### src/rtl/servo_pulse_decoder.sv
// servo_pulse_decoder: measures the high time of an incoming 50Hz servo/RC pulse
// train and turns it into a position code on the 1.0ms-2.0ms scale. Malformed pulses
// and loss of signal are also flagged.
//
// Ports
//   clk             system clock
//   rst             synchronous, active-low reset (rst==0 resets)
//   servo_in        asynchronous pulse input from the receiver pin
//   position        last accepted position code (registered, holds between strobes)
//   position_valid  one-cycle strobe when position updates
//   pulse_error     one-cycle strobe when a pulse is rejected (too short or too long)
//   signal_lost     level, high when no valid frame has been seen recently
module servo_pulse_decoder #(
  parameter int unsigned CLK_FREQUENCY     = 50000000,
  parameter int unsigned CTR_LEN           = 21,
  parameter int unsigned POSITION_DATA_LEN = 8,
  parameter int unsigned MIN_PULSE_CYCLES  = 50000,
  parameter int unsigned STEP_CYCLES       = 195,
  parameter int unsigned MIN_ACCEPT_CYCLES = 40000,
  parameter int unsigned MAX_ACCEPT_CYCLES = 110000,
  parameter int unsigned TIMEOUT_CYCLES    = 1250000,
  parameter int unsigned SYNC_STAGES       = 2
) (
  input  logic                         clk,
  input  logic                         rst,
  input  logic                         servo_in,
  output logic [POSITION_DATA_LEN-1:0] position,
  output logic                         position_valid,
  output logic                         pulse_error,
  output logic                         signal_lost
);

  localparam int unsigned SYNC_N = (SYNC_STAGES < 2) ? 2 : SYNC_STAGES;
  localparam int unsigned STEP_W = $clog2(STEP_CYCLES + 1);
  localparam logic [POSITION_DATA_LEN-1:0] POS_MID  = {1'b1, {(POSITION_DATA_LEN-1){1'b0}}};
  localparam logic [POSITION_DATA_LEN-1:0] POS_MAX  = {POSITION_DATA_LEN{1'b1}};
  localparam logic [CTR_LEN-1:0]           MIN_PLS  = CTR_LEN'(MIN_PULSE_CYCLES);
  localparam logic [CTR_LEN-1:0]           MIN_ACC  = CTR_LEN'(MIN_ACCEPT_CYCLES);
  localparam logic [CTR_LEN-1:0]           MAX_ACC  = CTR_LEN'(MAX_ACCEPT_CYCLES);
  localparam logic [CTR_LEN-1:0]           TMO      = CTR_LEN'(TIMEOUT_CYCLES);
  localparam logic [CTR_LEN-1:0]           TMO_M1   = CTR_LEN'(TIMEOUT_CYCLES - 1);
  localparam logic [STEP_W-1:0]            STEP_TOP = STEP_W'(STEP_CYCLES - 1);

  typedef enum logic [1:0] {
    ARM,
    IDLE,
    HIGH,
    WAIT_LOW
  } state_t;

  // Clock rate is informational only; the cycle-count parameters already encode it.
  logic unused_clk_frequency;
  assign unused_clk_frequency = ^CLK_FREQUENCY;

  // Input synchroniser plus history flop. Not reset, so the ARM state sees the true
  // pin level straight out of reset and can skip a pulse already in progress.
  logic [SYNC_N-1:0] sync_q;
  logic              s_d;

  always_ff @(posedge clk) begin
    sync_q <= {sync_q[SYNC_N-2:0], servo_in};
    s_d    <= sync_q[SYNC_N-1];
  end

  logic s, rise, fall;
  assign s    = sync_q[SYNC_N-1];
  assign rise = s & ~s_d;
  assign fall = ~s & s_d;

  state_t                       state_q, state_d;
  logic [CTR_LEN-1:0]           width_q, width_d;
  logic [STEP_W-1:0]            step_q, step_d;
  logic [POSITION_DATA_LEN-1:0] code_q, code_d;
  logic [CTR_LEN-1:0]           period_q, period_d;
  logic [POSITION_DATA_LEN-1:0] position_d;
  logic                         valid_d, error_d, lost_d;

  // State and output registers.
  always_ff @(posedge clk) begin
    if (!rst) begin
      state_q        <= ARM;
      width_q        <= '0;
      step_q         <= '0;
      code_q         <= '0;
      period_q       <= '0;
      position       <= POS_MID;
      position_valid <= 1'b0;
      pulse_error    <= 1'b0;
      signal_lost    <= 1'b1;
    end else begin
      state_q        <= state_d;
      width_q        <= width_d;
      step_q         <= step_d;
      code_q         <= code_d;
      period_q       <= period_d;
      position       <= position_d;
      position_valid <= valid_d;
      pulse_error    <= error_d;
      signal_lost    <= lost_d;
    end
  end

  // Next-state, width measurement, incremental code build and strobes.
  always_comb begin
    state_d    = state_q;
    width_d    = width_q;
    step_d     = step_q;
    code_d     = code_q;
    position_d = position;
    valid_d    = 1'b0;
    error_d    = 1'b0;

    case (state_q)
      ARM: begin
        if (!s) state_d = IDLE;
      end

      IDLE: begin
        // The rise cycle is the first high cycle, so the count starts at one.
        if (rise) begin
          width_d = CTR_LEN'(1);
          step_d  = '0;
          code_d  = '0;
          state_d = HIGH;
        end
      end

      HIGH: begin
        if (fall) begin
          state_d = IDLE;
          if (width_q < MIN_ACC) begin
            error_d = 1'b1;
          end else begin
            position_d = code_q;
            valid_d    = 1'b1;
          end
        end else if (width_q == MAX_ACC) begin
          // This cycle would be high cycle MAX_ACCEPT_CYCLES+1.
          error_d = 1'b1;
          state_d = WAIT_LOW;
        end else begin
          width_d = width_q + CTR_LEN'(1);
          // Every STEP_CYCLES high cycles beyond the 1.0ms point add one code LSB.
          if (width_q >= MIN_PLS) begin
            if (step_q == STEP_TOP) begin
              step_d = '0;
              if (code_q != POS_MAX) code_d = code_q + POSITION_DATA_LEN'(1);
            end else begin
              step_d = step_q + STEP_W'(1);
            end
          end
        end
      end

      WAIT_LOW: begin
        if (!s) state_d = IDLE;
      end
    endcase
  end

  // Frame-period watchdog; a rise in the timeout cycle wins and leaves the flag alone.
  always_comb begin
    period_d = period_q;
    lost_d   = signal_lost;
    if (rise) begin
      period_d = '0;
    end else if (period_q != TMO) begin
      period_d = period_q + CTR_LEN'(1);
      if (period_q == TMO_M1) lost_d = 1'b1;
    end
    if (valid_d) lost_d = 1'b0;
  end

endmodule

### config.mk
export PLATFORM = sky130hd
export DESIGN_NAME = servo_pulse_decoder
export DESIGN_NICKNAME = d
export VERILOG_FILES = /design/src/rtl/servo_pulse_decoder.sv
export SDC_FILE = /design/constraint.sdc
export NUM_CORES = 1
export LEC_CHECK = 0
export CAP_MARGIN = 20
export CORE_ASPECT_RATIO = 0.75
export CORE_UTILIZATION = 60
export CTS_BUF_LIST = sky130_fd_sc_hd__clkbuf_2 sky130_fd_sc_hd__clkbuf_4 sky130_fd_sc_hd__clkbuf_8
export CTS_CLUSTER_DIAMETER = 40
export DETAILED_ROUTE_END_ITERATION = 8
export PLACE_DENSITY = 0.78
export REMOVE_ABC_BUFFERS = 1
export SLEW_MARGIN = 20
export SYNTH_ARGS = -nofsm -noshare
export SYNTH_HDL_FRONTEND = slang
export SYNTH_SLANG_ARGS = --single-unit
export TNS_END_PERCENT = 50
### constraint.sdc
create_clock -name clk -period 3.1 [get_ports clk]
set_clock_uncertainty 0.2 [all_clocks]
set_input_delay 0.31 -clock clk [delete_from_list [all_inputs] [get_ports clk]]
set_output_delay 0.31 -clock clk [all_outputs]
set_load 0.01 [all_outputs]
==> results of run 1 <==
-- layout make-up --
type	instances	area, um2
clock buffer	11	145.1
multi-input combinational	351	2238
fill	511	1976
sequential	74	1481
inverter	17	63.81
tap	81	101.3
timing repair buffer	23	205.2
clock inverter	4	76.32
-- synth_stat cells (all sizes together) (3+ instances only) --
library cell / count
o41ai: 4
dfxtp: 74
and3: 12
a21oi: 27
nand2: 44
o211ai: 5
nand2b: 6
o31ai: 7
nand3: 23
xnor2: 11
mux2i: 13
and4: 3
or3: 16
o21ai: 27
buf: 6
and2: 3
inv: 17
or4: 10
a211oi: 4
xor2: 7
or4b: 5
nor3: 10
a21o: 3
nor2: 42
a31oi: 5
o311ai: 6
nand4: 12
clkbuf: 15
nor4: 8
ha: 10
nand3b: 6
-- per-layer routing --
layer | GRT usage [%] | vias to the layer above
met2 | 43.73 | 123
li1 | - | 1736
met1 | 37.51 | 1647
met4 | 9.764 | 0
met3 | 6.369 | 17
met5 | 0 | -
-- logic make-up after synthesis --
kind of cell    synth area share, %
xor+xnor                      4.050
mux                           3.343
fa+ha+maj                     3.214
flops                         38.06
simple gates                  29.25
compound gates                17.65
buf+inv                       4.435
-- worst paths after layout --
check	from	endpoint	slack (ns)
worst max register to register	width_q[0]$_SDFFE_PN0P_	step_q[2]$_SDFFE_PN0P_	0.36
worst min register to register	sync_q[0]$_DFF_P_	sync_q[1]$_DFF_P_	0.13
worst min-delay path	sync_q[0]$_DFF_P_	sync_q[1]$_DFF_P_	0.13
worst max-delay path	width_q[0]$_SDFFE_PN0P_	step_q[2]$_SDFFE_PN0P_	0.36
-- worst reg2reg max path: stages (launching register included) --
cell and delay [ns]:
dfxtp_1 0.34, inv_1 0.12, ha_1 0.17, or4bb_1 0.51, or4_4 0.53, o21ai_4 0.34
or3_1 0.29, o21ai_0 0.11
-- sequential cells by signal, indices dropped and copies added, names as in the netlist, 2 cells and up --
| name | count |
|---|---|
| period_q | 21 |
| width_q | 21 |
| code_q | 8 |
| position | 8 |
| step_q | 8 |
| state_q | 2 |
| sync_q | 2 |
-- through the flow --
| stage | worst slack (ns) | util (%) | cell area (um2) | hold WS [ns] |
|---|---|---|---|---|
| floorplan | 0.4020 | - | 3784 | 0.1096 |
| detailed placement | 0.3959 | 65.05 | 4090 | 0.1165 |
| global placement | 0.4701 | 65.05 | 4090 | 0.1143 |
| finish | 0.3568 | 68.58 | 4312 | 0.1333 |
| CTS | 0.3918 | 68.58 | 4312 | 0.1350 |
| global route | 0.2473 | 68.58 | 4312 | 0.1588 |
-- report_power, final --
group / switching, mW / total, mW / internal, mW
combinational: 0.208 / 0.332 / 0.124
sequential: 0.0198 / 0.989 / 0.969
clock: 0.353 / 0.834 / 0.481
total: 0.581 / 2.15 / 1.57
==> metrics, run 1 <==
status=completed; antenna-violating nets left=0; worst hold path type=reg -> reg; Placer Congestion=about 0.9; met3 routed WL=slightly above 500 um; setup TNS=0 ns; top_reg_cell synth=dfxtp_1; register area share after synthesis=between 30% and 40%; Non-Filler Instances=about 560; Initial DRT Pass Iterations=5; CP Depth=7; first-pass GRT wire length=approximately 15000 um; CP Capture Type=register; Worst Path Required=3.13 ns; #FFs+latches synth=74; relative slew slack=a little under three fifths; PwrDens=499.8 mW/mm2; Inst Count DP=roughly 550; Final Net Count=489; Lkg Pwr=about 1.4 nW; Ys Warns=0; synthesized cell area=between 0.003 and 0.004 mm2; Max Transition Viols Final=0; Worst-Margin Slew=around 0.67 ns; Synth Instances=around 460; worst r2r path cells=7; slowest CP cell=or4_4; final hold vios=0; DRC=0; Tot GR Track Use=between 20% and 30%; CTS tree=done; row cnt=25; WL met1=around 4300 um; vias in the first global route=~3200; top cells by area, synth=dfxtp_1, nand2_1, nor2_1; initial core utilization=roughly 62%; hold path cells=0; Hold Buf Count CTS=0; layout cell share with drive strength beyond 1=around a tenth; IO Port Bufs=13; Async SR Flop Fraction=0%; EDFF count, synth=0; Max Freq=~360 MHz; initial antenna violation count=0; Met2 Routed Length=approximately 3900 um; Via Count=about 3500; Synth top area share=between 30% and 40%; CTS root buf=clkbuf_8; crit share post-route=a little under 90%; final wirelength=between 8000 and 9000 um; TritonCTS buffer count=9; diode count=0; largest stage delay on the critical path=0.53 ns; RSZ-0062 raised after global routing=no; Clock Tree Buf Depth=2; commonest non-fill, non-tap cell in the layout=dfxtp_1; uppermost layer routed=met4; Period minus WS final=around 2.7 ns; 1st-iter DRT viols=between 150 and 200; Max Cap Viol=0; Core Box Area=between 0.006 and 0.007 mm2; post_cts resized=0; post-synthesis area per instance=around 8.4 um2; die width=about 95 um; leading area contributor after synthesis=dfxtp_1; io pins=14; Setup Crit Path Kind=reg -> reg; DR vias/cell=around 6.3; worst vdd ir=0.2806 mV; H-Tree Depth=3; Post-CTS Setup Repair Bufs=0; P&R area growth vs syn=10.77%; Worst Setup Start Kind=register; Clk Latency, worst-skew pair=~0.35 ns; crit path DAT=about 2.8 ns; buffers and inverters on the worst path=1; CTS clk-pin slew, worst paths=~0.080 ns; Cell variety after synth=slightly above 60; WL per Instance=around 16 um; Remaining Overflow, GRT=0; # clock sinks=between 70 and 80; most frequent cells in the layout=dfxtp_1, nand2_1, nor2_1; largest net degree at the start of global routing=38; crit-path leading delay family=simple AND/OR/NAND/NOR gates; critical path, cell by cell=inv_1 > ha_1 > or4bb_1 > or4_4 > o21ai_4 > or3_1 > o21ai_0; critical path peak fanout=11; Power, Total=~2.2 mW; die height=slightly above 70 um; Die Area=between 0.006 and 0.007 mm2; count of final setup violators=0; post-DP HPWL=between 6000 and 7000 um
Note: power is estimated with default switching activity, not from simulation.
==> run 2: changes to the inputs <==
- CAP_MARGIN: 20 -> unset
==> results of run 2 <==
Final layout, timing and power as in run 1 (identical DEF).
